## config.mk

```make
export PLATFORM = sky130hd
export DESIGN_NAME = tick_timer_arbiter
export DESIGN_NICKNAME = d
export VERILOG_FILES = /design/src/rtl/tick_timer_pkg.sv /design/src/rtl/tick_timer_core.sv /design/src/rtl/tick_timer_arbiter.sv
export SDC_FILE = /design/constraint.sdc
export NUM_CORES = 1
export LEC_CHECK = 0
export CORE_MARGIN = 2
export CORE_UTILIZATION = 41
export CTS_CLUSTER_DIAMETER = 30
export DETAILED_ROUTE_END_ITERATION = 8
export MAX_ROUTING_LAYER = met4
export PLACE_DENSITY = 0.78
export RECOVER_POWER = 100
export SYNTH_ARGS = -nofsm -noshare
export SYNTH_HDL_FRONTEND = slang
export SYNTH_SLANG_ARGS = --single-unit
export TNS_END_PERCENT = 50
```

## constraint.sdc

```tcl
create_clock -name clk -period 3 [get_ports clk]
set_clock_uncertainty 0.1 [all_clocks]
set_input_delay 0.75 -clock clk [delete_from_list [all_inputs] [get_ports clk]]
set_output_delay 0.75 -clock clk [all_outputs]
set_load 0.01 [all_outputs]
```

## src/rtl/tick_timer_pkg.sv

```systemverilog
// Shared types and the round-robin selector for the tick timer arbiter.
package tick_timer_pkg;

  localparam int MAX_REQ = 8;
  localparam int IDX_W   = 3;

  typedef enum logic [1:0] {IDLE, COUNT, DONE} state_t;

  typedef struct packed {
    logic             valid;
    logic [IDX_W-1:0] idx;
  } pick_t;

  // First asserted request scanning upward from last+1, wrapping at num_req.
  function automatic pick_t rr_pick(input logic [MAX_REQ-1:0] req,
                                    input logic [IDX_W-1:0]   last,
                                    input int                 num_req);
    pick_t            p;
    int               pos;
    logic [IDX_W-1:0] ix;
    p.valid = 1'b0;
    p.idx   = '0;
    for (int k = 1; k <= MAX_REQ; k++) begin
      pos = int'(last) + k;
      if (pos >= num_req) pos = pos - num_req;
      ix = pos[IDX_W-1:0];
      if (k <= num_req && !p.valid && req[ix]) begin
        p.valid = 1'b1;
        p.idx   = ix;
      end
    end
    return p;
  endfunction

endpackage

```

## src/rtl/tick_timer_core.sv

```systemverilog
// Shared down-counter: load, decrement on tick, terminal detect at count==1.
module tick_timer_core
  import tick_timer_pkg::*;
#(
  parameter int WIDTH = 16
) (
  input  logic             clk,
  input  logic             reset,
  input  logic             load,
  input  logic [WIDTH-1:0] load_value,
  input  logic             tick,
  input  logic             clear,
  output logic [WIDTH-1:0] count,
  output logic             expire
);

  always_ff @(posedge clk) begin
    if (reset || clear)
      count <= '0;
    else if (load)
      count <= load_value;
    else if (tick && count != '0)
      count <= count - WIDTH'(1);
  end

  // Compare against 1 so the register lands on 0 without ever wrapping.
  assign expire = tick && (count == WIDTH'(1));

endmodule

```

## src/rtl/tick_timer_arbiter.sv

```systemverilog
// Round-robin owner of one shared tick timer; pulses done to the owner on expiry.
module tick_timer_arbiter
  import tick_timer_pkg::*;
#(
  parameter int NUM_REQ = 4,
  parameter int WIDTH   = 16
) (
  input  logic                     clk,
  input  logic                     reset,
  input  logic                     tick,
  input  logic [NUM_REQ-1:0]       req,
  input  logic [NUM_REQ*WIDTH-1:0] req_period,
  output logic [NUM_REQ-1:0]       grant,
  output logic [NUM_REQ-1:0]       done,
  output logic                     busy,
  output logic [WIDTH-1:0]         count
);

  state_t             state, state_n;
  logic [IDX_W-1:0]   last, last_n;
  logic [IDX_W-1:0]   owner, owner_n;
  logic [NUM_REQ-1:0] grant_n, done_n;
  logic [MAX_REQ-1:0] req_pad;
  logic [WIDTH-1:0]   per [MAX_REQ];
  logic [WIDTH-1:0]   load_value;
  logic               load, clear, core_tick, expire;
  pick_t              pick;

  always_comb begin
    req_pad = '0;
    req_pad[NUM_REQ-1:0] = req;
  end

  for (genvar i = 0; i < MAX_REQ; i++) begin : g_per
    if (i < NUM_REQ) begin : g_used
      assign per[i] = req_period[i*WIDTH +: WIDTH];
    end else begin : g_pad
      assign per[i] = '0;
    end
  end

  assign pick       = rr_pick(req_pad, last, NUM_REQ);
  assign load_value = (per[pick.idx] == '0) ? WIDTH'(1) : per[pick.idx];
  assign busy       = (state != IDLE);

  always_comb begin
    state_n   = state;
    last_n    = last;
    owner_n   = owner;
    grant_n   = grant;
    done_n    = '0;
    load      = 1'b0;
    clear     = 1'b0;
    core_tick = 1'b0;
    unique case (state)
      IDLE: begin
        grant_n = '0;
        if (pick.valid) begin
          load    = 1'b1;
          owner_n = pick.idx;
          grant_n = NUM_REQ'(1) << pick.idx;
          state_n = COUNT;
        end
      end
      COUNT: begin
        // Abort outranks a terminal tick in the same cycle.
        if (!req_pad[owner]) begin
          clear   = 1'b1;
          grant_n = '0;
          last_n  = owner;
          state_n = IDLE;
        end else begin
          core_tick = tick;
          if (expire) begin
            done_n  = grant;
            state_n = DONE;
          end
        end
      end
      DONE: begin
        grant_n = '0;
        last_n  = owner;
        state_n = IDLE;
      end
      default: begin
        grant_n = '0;
        state_n = IDLE;
      end
    endcase
  end

  always_ff @(posedge clk) begin
    if (reset) begin
      state <= IDLE;
      last  <= IDX_W'(NUM_REQ - 1);
      owner <= '0;
      grant <= '0;
      done  <= '0;
    end else begin
      state <= state_n;
      last  <= last_n;
      owner <= owner_n;
      grant <= grant_n;
      done  <= done_n;
    end
  end

  tick_timer_core #(.WIDTH(WIDTH)) u_core (
    .clk        (clk),
    .reset      (reset),
    .load       (load),
    .load_value (load_value),
    .tick       (core_tick),
    .clear      (clear),
    .count      (count),
    .expire     (expire)
  );

endmodule
```

# ---- Yosys cells after proc, flatten, opt, wreduce, memory -nomap -nowiden
# Index checks and enable logic that the tools add are counted.
dict set report op_classes {
  n_reduce_logical 19
  mux 39
  shift 1
  eq_ne 6
  bitwise_logic 4
  addsub 9
  magnitude_cmp 10
}
# operator n
set ops {}
lappend ops {{two-way mux 16 bit} 5}
lappend ops {{binary-select mux 16 bit (select 3 bit)} 1}
lappend ops {{two-way mux 4 bit} 6}
lappend ops {{less-than comparator 3 x 4 -> 1 bit (second input constant)} 5}
lappend ops {{equality test 16 x 1 -> 1 bit (second input constant)} 1}
lappend ops {{greater-or-equal comparator 4 x 3 -> 1 bit (second input constant)} 4}
lappend ops {{zero test 16 bit} 1}
lappend ops {{nonzero test 16 bit} 1}
lappend ops {{subtractor 16 x 1 -> 16 bit (second input constant)} 1}
lappend ops {{binary-select mux 1 bit (select 3 bit)} 5}
lappend ops {{two-way mux 3 bit} 5}
lappend ops {{subtractor 3 bit (second input constant)} 4}
lappend ops {{two-way mux 1 bit} 11}
lappend ops {{adder 3 x 2 -> 4 bit (second input constant)} 2}
lappend ops {{case mux 4 bit (2 select lines)} 1}
lappend ops {{two-way mux 2 bit} 3}
lappend ops {{case mux 3 bit (2 select lines)} 1}
lappend ops {{AND reduction 2 bit} 3}
lappend ops {{nonzero test 2 bit} 3}
lappend ops {{logical AND 1 bit} 5}
lappend ops {{adder 3 x 1 -> 4 bit (second input constant)} 1}
lappend ops {{adder 3 x 3 -> 4 bit (second input constant)} 1}
lappend ops {{greater-or-equal comparator 4 bit (second input constant)} 1}
lappend ops {{inequality test 2 bit (second input constant)} 2}
lappend ops {{11 further kinds} 15}
dict set report word_totals {
  reg_bits 32
  in_bits 71
  output_inout_bits 25
}

# ---- Longest topological paths before layout
# Gate-level depths: netlist of the first run.
dict set report logic_depth {
  word_depth 22
  depth_mapped 15
  depth_no_buf 10
}

# ---- Modules after synthesis
# A second synthesis of the first run with hierarchy kept.
dict set report unflattened {
  cells_unflattened 527
  area_unflattened_um2 3856.2
}
# module instances area_each_um2 seq_area_each_um2 cells_per_inst
set by_module_without_submodules {}
lappend by_module_without_submodules {tick_timer_arbiter 1 2752.6 320.3 391}
lappend by_module_without_submodules {tick_timer_core 1 1103.6 320.3 136}

# ---- Worst setup path after synthesis of the first run
# OpenSTA, ideal clock, no wires.
dict set report synth_path {
  path_kind {register to register}
  startpoint {register last[0]}
  endpoint {register u_core.count[9]}
  path_buffers 5
  required_time_ns 2.821
  arrival_time_ns 2.806
  slack_ns 0.015
  synth_period_minus_slack_ns 2.985
  stages_incl_launch_ff 15
  cell_sequence {dfxtp_1 > buf_6 > buf_6 > inv_1 > ha_1 > clkbuf_2 > mux4_2 > o211a_1 > o2111a_1 > buf_6 > nor3_4 > buf_6 > nand2_1 > a32o_1 > a211oi_2}
}
dict set report synth_between {
  elab_chain_len 22
  elab_cells_between_ends 44
}
# item line_no
set synth_lines {}
lappend synth_lines {{start, declared} tick_timer_arbiter.sv:20} ;# logic [IDX_W-1:0] last, last_n;
lappend synth_lines {{start signal, assigned} tick_timer_arbiter.sv:95} ;# last <= IDX_W'(NUM_REQ - 1);
lappend synth_lines {{start signal, assigned} tick_timer_arbiter.sv:101} ;# last <= last_n;
lappend synth_lines {{adder 3 x 1 -> 4 bit} tick_timer_pkg.sv:24} ;# pos = int'(last) + k;
lappend synth_lines {{greater-or-equal comparator 4 x 3 -> 1 bit or subtractor 3 bit (tied branches)} tick_timer_pkg.sv:25} ;# if (pos >= num_req) pos = pos - num_req;
lappend synth_lines {{two-way mux 3 bit} tick_timer_pkg.sv:25}
lappend synth_lines {{binary-select mux 1 bit (select 3 bit)} tick_timer_pkg.sv:27} ;# if (k <= num_req && !p.valid && req[ix]) begin
lappend synth_lines {{two-way mux 1 bit (not written as such)} tick_timer_pkg.sv:27}
lappend synth_lines {{two-way mux 4 bit} tick_timer_pkg.sv:27}
lappend synth_lines {{zero test 1 bit} tick_timer_pkg.sv:27}
lappend synth_lines {{logical AND 1 bit} tick_timer_pkg.sv:27}
lappend synth_lines {{[5 not listed]} n/a}
lappend synth_lines {{logical AND 1 bit} tick_timer_pkg.sv:27}
lappend synth_lines {{two-way mux 4 bit (*)} tick_timer_pkg.sv:27}
lappend synth_lines {{inverter 3 -> 4 bit (not written as such)} tick_timer_arbiter.sv:43} ;# assign load_value = (per[pick.idx] == '0) ? WIDTH'(1) : per[pick.idx];
lappend synth_lines {{binary-select mux 16 bit (select 3 bit)} tick_timer_arbiter.sv:43}
lappend synth_lines {{two-way mux 16 bit (not written as such) (2 in a row)} tick_timer_arbiter.sv:43}
lappend synth_lines {{zero test 16 bit} tick_timer_arbiter.sv:43}
lappend synth_lines {{two-way mux 16 bit} tick_timer_arbiter.sv:43}
lappend synth_lines {{two-way mux 16 bit} tick_timer_core.sv:20} ;# else if (load)
lappend synth_lines {{end signal, assigned} tick_timer_core.sv:21} ;# count <= load_value;
lappend synth_lines {{end signal, assigned} tick_timer_core.sv:23} ;# count <= count - WIDTH'(1);
lappend synth_lines {{end, declared} tick_timer_core.sv:13} ;# output logic [WIDTH-1:0] count,
# Mark *: on every way between the ends. The rest lies on a longest branch, timed or not. The select of a mux whose other input is x is not followed.
# A chain may end at the register's enable or synchronous reset.

# ---- Final worst setup path of the first run
dict set report layout_path {
  startpoint {register last[0]}
  endpoint {register u_core.count[0]}
}
# Same word-level chain as after synthesis.

==> results of run 1 <==
[cell type report]
cell class | count | area share, %
clock buffer | 5 | 1.664
clock inverter | 2 | 0.3025
inverter | 11 | 0.9982
multi-input combinational | 268 | 46.67
sequential | 32 | 15.49
tap | 77 | 2.329
timing repair buffer | 145 | 32.55
[routing by layer]
metal | vias up | routed length [um] | global-route usage (%)
met1 | 1426 | 3924 | 33.78
met4 | 0 | 140 | 7.918
li1 | 1513 | - | -
met2 | 130 | 4102 | 41.16
met5 | - | 0 | -
met3 | 11 | 445 | 2.572
[registers in the layout, indices dropped and copies added (netlist names)]
signal	count
grant	4
u_core.count	16
last	3
done	4
state	2
owner	3
[path summary, 6_finish.rpt]
path                     endpoint  depth (start not counted)
setup / recovery  u_core.count[0]                         11
hold / removal           grant[2]                          2
setup reg to reg  u_core.count[0]                         11
hold reg to reg          grant[2]                          2
[power by group through the flow]
| stage | clock, uW | combinational [uW] | sequential (uW) |
|---|---|---|---|
| finish | 313 | 2040 | 654 |
| global route | 336 | 2210 | 674 |
| CTS | 318 | 2000 | 656 |
| detailed placement | 0 | 1890 | 666 |
| global placement | 0 | 1860 | 662 |
| floorplan | 0 | 1110 | 678 |
[worst reg2reg max path: stages (launching register included)]
cell,delay [ns]
dfxtp_1,0.41
inv_1,0.15
ha_4,0.31
mux4_2,0.37
o211a_1,0.19
o2111a_2,0.16
buf_4,0.18
nor4_1,0.31
o21ai_0,0.19
a22oi_1,0.24
nand4_1,0.12
o21ai_1,0.13
[repair_timing]
action	in CTS	in global routing
setup endpoints to repair	15	12
cloned	2	0
setup buffers	2	2
pin swaps	4	9
gates resized for setup	20	21
endpoints found under the hold margin	0	0
[logic make-up (layout without fill, tap and decap cells)]
kind of cell,after synthesis,after routing
xor gates and xnor gates,14,14
adders and majority gates,4,4
AOI/OAI and AO/OA,98,99
DFF,32,32
and+or+nand+nor,138,139
buffers and inverters,36,163
muxes,12,12
[stage by stage]
stage / hold WS, ns / instances / cell area, um^2 / setup WS, ns
CTS: 0.3778 / 538 / 4104 / 0.06143
floorplan: 0.3723 / 334 / 2618 / 0.01502
detailed placement: 0.3675 / 527 / 3901 / -0.5400
finish: 0.3737 / 540 / 4136 / 0.07920
global route: 0.4065 / 540 / 4136 / -0.02227
global placement: 0.3570 / 527 / 3901 / -0.4592
[placed cells by master (no fill, tap or decap), types with 6 or more instances in the layout]
master	netlist	final
a211oi_1	16	13
a21oi_1	19	17
a221o_1	8	8
a22oi_1	6	6
a31oi_1	10	10
and2_1	13	10
buf_4	2	42
clkdlybuf4s50_1	0	66
dfxtp_1	32	32
dlygate4sd3_1	0	25
inv_1	10	10
mux2i_1	7	7
nand2_1	36	35
nor2_1	29	29
nor2b_1	9	9
nor3_1	10	10
nor4_1	14	9
o21ai_0	14	12
xnor2_1	8	8
xor2_1	6	6
==> impl_metrics.env, run 1 <==
export IMPL_synth_xor_area_share_pct=4.685
export IMPL_nets=538
export IMPL_synth_top_area_share_pct=24.47
export IMPL_fill_cells=523
export IMPL_startpoint_type="flip-flop"
export IMPL_yosys_cell_types_count=57
export IMPL_period_share_pct=97.36
export IMPL_synth_fa_ha_area_share_pct=1.912
export IMPL_drcViolationCount=0
export IMPL_root_buffer="clkbuf_8"
export IMPL_p_clk_share_pct=10.4
export IMPL_numCtsBuffers=5
export IMPL_grt_pass1_vias=3015
export IMPL_synth_mux_area_share_pct=6.549
export IMPL_antenna_found_initial=0
export IMPL_ctsHtreeMaxLevel=2
export IMPL_wire_per_inst_um=15.95
export IMPL_status="finished, final reports clean"
export IMPL_final_util_pct=65.90
export IMPL_post_dp_hpwl_um=6902
export IMPL_yosysMostFrequentCell="nand2_1"
export IMPL_syn_mean_instance_area_um2=7.837
export IMPL_power_density_mw_per_mm2=726.1
export IMPL_async_flop_share_pct=0
export IMPL_sw_frac_of_total_pct=43.50
export IMPL_crit_start="last[0]"
export IMPL_drt_iter0_drc=178
export IMPL_regToRegStartpoint="last[0]"
export IMPL_setup_viol=0
export IMPL_drive_gt1_share_pct=19.65
export IMPL_place_congestion=0.9215
export IMPL_min_path_type="reg -> reg"
export IMPL_portBuffers=95
export IMPL_yosysSeqAreaShare_pct=24.47
export IMPL_cap_violations=0
export IMPL_slew_headroom_pct=62.03
export IMPL_clockBufferDepth=2
export IMPL_syn_area_mm2=0.002618
export IMPL_end_kind="flip-flop"
export IMPL_ys_seq_elements=32
export IMPL_clock_sinks=32
export IMPL_critPathMaxFanout=8
export IMPL_p_comb_share_pct=67.8
export IMPL_final_seq_area_um2=640.6
export IMPL_hold_buffers=0
export IMPL_crit_path_top_delay_cell="dfxtp_1"
export IMPL_hold_violations=0
export IMPL_synth_edf_count=0
export IMPL_die_area_mm2=0.007039
export IMPL_yosys_warnings=0
export IMPL_vdd_drop_max_uv=356.6
export IMPL_area_growth_pct=58.03
export IMPL_synth_compound_area_share_pct=27.72
export IMPL_dr_pass1_iters=5
export IMPL_cp_top_family="compound AO/OA/AOI/OAI gates"
export IMPL_power_leakage_uw=0.001675
export IMPL_power_uw=3004
export IMPL_cp_required_ns=3.12
export IMPL_final_min_clock_period_ns=2.921
export IMPL_max_freq_mhz=342.4
export IMPL_yosys_top_cells_area="dfxtp_1, nand2_1, a211oi_1"
export IMPL_fp_dieH_um=83.90
export IMPL_drt_wl_total_um=8612
export IMPL_path_buf_inv=2
export IMPL_track_usage_pct=25.50
export IMPL_rows=29
export IMPL_cp_slowest_stage_delay_ns=0.41
export IMPL_die_w_um=83.90
export IMPL_synthFlopType="dfxtp_1"
export IMPL_clock_latency_ns=0.29
export IMPL_arrival_ns=3.05
export IMPL_yosys_area_top_type="dfxtp_1"
export IMPL_start_util_pct=41.70
export IMPL_path_class="reg -> reg"
export IMPL_maxSlewViolCount=0
export IMPL_antenna_cells=0
export IMPL_tritoncts="yes"
export IMPL_clkTransAtPathRegs_ns=0.06
export IMPL_p_switching_uw=1307
export IMPL_p_int_uw=1697
export IMPL_r2r_setup_slack_ns=0.08
export IMPL_io_pins=96
export IMPL_tightest_slew_ns=0.5696
export IMPL_grt_max_degree=25
export IMPL_syn_nets=409
export IMPL_vias_per_cell=5.704
export IMPL_setup_tns_ns=0
export IMPL_synth_top_family_by_area="compound AO/OA/AOI/OAI gates"
export IMPL_multi_input_area_mm2=0.001931
export IMPL_pwr_share_seq_pct=21.8
export IMPL_path_cells="inv_1 > ha_4 > mux4_2 > o211a_1 > o2111a_2 > buf_4 > nor4_1 > o21ai_0 > a22oi_1 > nand4_1 > o21ai_1"
export IMPL_grt_overflow=0
export IMPL_syn_inst=334
export IMPL_antenna_left=0
export IMPL_hp_start="grant[2]"
export IMPL_num_vias=3080
export IMPL_synth_common_cells="nand2_1, dfxtp_1, nor2_1"
export IMPL_core_area_mm2=0.006277
export IMPL_grt_pass1_wl_um=14320
export IMPL_synthSimpleGateAreaFrac_pct=27.68
Power figures use the tool's default switching activity.
==> inputs of run 2 (changes only) <==
Settings changed: PLACE_DENSITY 0.78 to 0.79.
Clock period 3 ns to 2.4 ns, I/O delays scaled along.
==> run 2 against run 1 <==
- the flow now finishes with violations (negative setup slack)
- sequential share of layout area decreased by 1.7 points
- critical endpoint unchanged
- critical path type unchanged
- register-to-register slack got worse by 0.45 ns
- largest power group unchanged
- final cell count increased by 6.9%
- critical path depth unchanged
==> impl_metrics.env, run 2 (same netlist as run 1, synthesis figures left out) <==
export IMPL_status="finished with violations"
export IMPL_violations="negative setup slack"
export IMPL_layout_common_cells="buf_4, clkdlybuf4s50_1, nand2_1"
export IMPL_power_density_mw_per_mm2=948.3
export IMPL_period_share_pct=115.5
export IMPL_p_comb_share_pct=71.9
export IMPL_rsz0062_at_grt="yes"
export IMPL_regToRegStartpoint="last[0]"
export IMPL_drive_gt1_share_pct=35.60
export IMPL_clockBufferDepth=2
export IMPL_hold_violations=0
export IMPL_fill_cells=457
export IMPL_rows=29
export IMPL_die_area_mm2=0.007039
export IMPL_r2r_setup_slack_ns=-0.37
export IMPL_path_cells="inv_4 > ha_4 > mux4_2 > o211a_1 > o2111a_2 > buf_4 > nor4_2 > o21ai_1 > a22oi_1 > nand4b_1 > o21ai_1"
export IMPL_portBuffers=95
export IMPL_num_vias=3396
export IMPL_grt_pass1_vias=3353
export IMPL_antenna_found_initial=0
export IMPL_path_class="reg -> reg"
export IMPL_max_freq_mhz=360.9
export IMPL_path_buf_inv=2
export IMPL_r2r_end="u_core.count[0]"
export IMPL_antenna_cells=0
export IMPL_grt_pass1_wl_um=15680
export IMPL_top_register="u_core.count"
export IMPL_largest_registers="u_core.count x16, done x4, grant x4"
export IMPL_ctsHtreeMaxLevel=2
export IMPL_start_util_pct=41.70
export IMPL_cp_required_ns=2.53
export IMPL_end_kind="flip-flop"
export IMPL_die_w_um=83.90
export IMPL_largest_reg_flops=16
export IMPL_cp_top_family="compound AO/OA/AOI/OAI gates"
export IMPL_path_common_cell="o21ai_1"
export IMPL_layoutNonFillerInstCount=577
export IMPL_grt_max_degree=23
export IMPL_p_clk_share_pct=10.2
export IMPL_fp_dieH_um=83.90
export IMPL_place_congestion=0.9279
export IMPL_arrival_ns=2.90
export IMPL_clkTransAtPathRegs_ns=0.06
export IMPL_p_int_uw=2530
export IMPL_wire_per_inst_um=17.62
export IMPL_hp_start="grant[2]"
export IMPL_vdd_drop_max_uv=627.3
export IMPL_min_path_type="reg -> reg"
export IMPL_setup_tns_ns=-4.900
export IMPL_crit_path_top_delay_cell="dfxtp_4"
export IMPL_placed_cells=549
export IMPL_clock_sinks=32
export IMPL_pwr_share_seq_pct=17.9
export IMPL_area_growth_pct=79.21
export IMPL_p_switching_uw=1919
export IMPL_dp_slack_ns=-1.055
export IMPL_hold_depth=1
export IMPL_tritoncts="yes"
export IMPL_drcViolationCount=0
export IMPL_sw_frac_of_total_pct=43.13
export IMPL_setup_slack_ns=-0.3711
export IMPL_root_buffer="clkbuf_8"
export IMPL_vias_per_cell=5.886
export IMPL_startpoint_type="flip-flop"
export IMPL_whs_ns=0.3916
export IMPL_clock_latency_ns=0.29
export IMPL_maxSlewViolCount=0
export IMPL_drt_iter0_drc=159
export IMPL_post_dp_hpwl_um=7238
export IMPL_dr_pass1_iters=5
export IMPL_r2r_worst_path_cells=11
export IMPL_cap_violations=0
export IMPL_hold_buffers=0
export IMPL_tightest_slew_ns=0.4719
export IMPL_core_area_mm2=0.006277
export IMPL_whs_endpoint="done[2]"
export IMPL_grt_overflow=0
export IMPL_numCtsBuffers=5
export IMPL_slew_headroom_pct=68.54
export IMPL_antenna_left=0
export IMPL_layout_commonest_cell="buf_4"
export IMPL_drt_wl_total_um=10170
export IMPL_power_leakage_uw=0.001930
export IMPL_io_pins=96
export IMPL_final_min_clock_period_ns=2.771
export IMPL_critPathMaxFanout=7
export IMPL_track_usage_pct=27.98
export IMPL_cp_slowest_stage_delay_ns=0.41
export IMPL_setup_viol=21
export IMPL_final_util_pct=74.73
export IMPL_nets=575
run 2: worst max-delay path by stage:
stage                 start              end  cells past startpoint
finish              last[0]  u_core.count[0]                     11
global route        last[0]  u_core.count[0]                     11
CTS                 last[0]  u_core.count[0]                     12
detailed placement   req[3]  u_core.count[3]                     10
global placement     req[1]  u_core.count[0]                     10
floorplan           last[0]  u_core.count[0]                     13
run 2: metal layers:
metal	up-vias	global-route usage (%)	routed length, um
li1	1584	-	-
met5	-	-	0
met4	0	9.091	298
met2	147	46.55	5133
met1	1628	35.72	4222
met3	37	2.868	514
run 2: power groups by stage:
stage / Sequential [uW] / Clock, uW / Combinational [uW]
floorplan: 849 / 0 / 1430
finish: 796 / 453 / 3200
detailed placement: 802 / 0 / 2540
global placement: 796 / 0 / 2490
CTS: 795 / 457 / 2810
global route: 814 / 474 / 3410
run 2: metrics by stage:
| step | power [uW] | cell area, um^2 |
|---|---|---|
| after floorplan | 2283 | 2660 |
| after CTS | 4065 | 4410 |
| after global placement | 3284 | 4084 |
| after detailed placement | 3341 | 4084 |
| after global routing | 4694 | 4691 |
| final | 4448 | 4691 |
run 2: layout make-up:
cell class | count | area, um^2 | area share (%)
repair buffers | 184 | 1697 | 36.17
inverters | 11 | 45.04 | 0.9603
clock buffers | 7 | 96.34 | 2.054
multi-input cells | 266 | 2108 | 44.95
flip-flops and latches | 32 | 648.1 | 13.82
well taps | 77 | 96.34 | 2.054
run 2: repair_timing:
item | CTS | global route
resized for setup | 58 | 40
setup endpoints to repair | 24 | 23
buffers inserted | 12 | 7
cloned | 0 | 2
pin swaps | 24 | 25
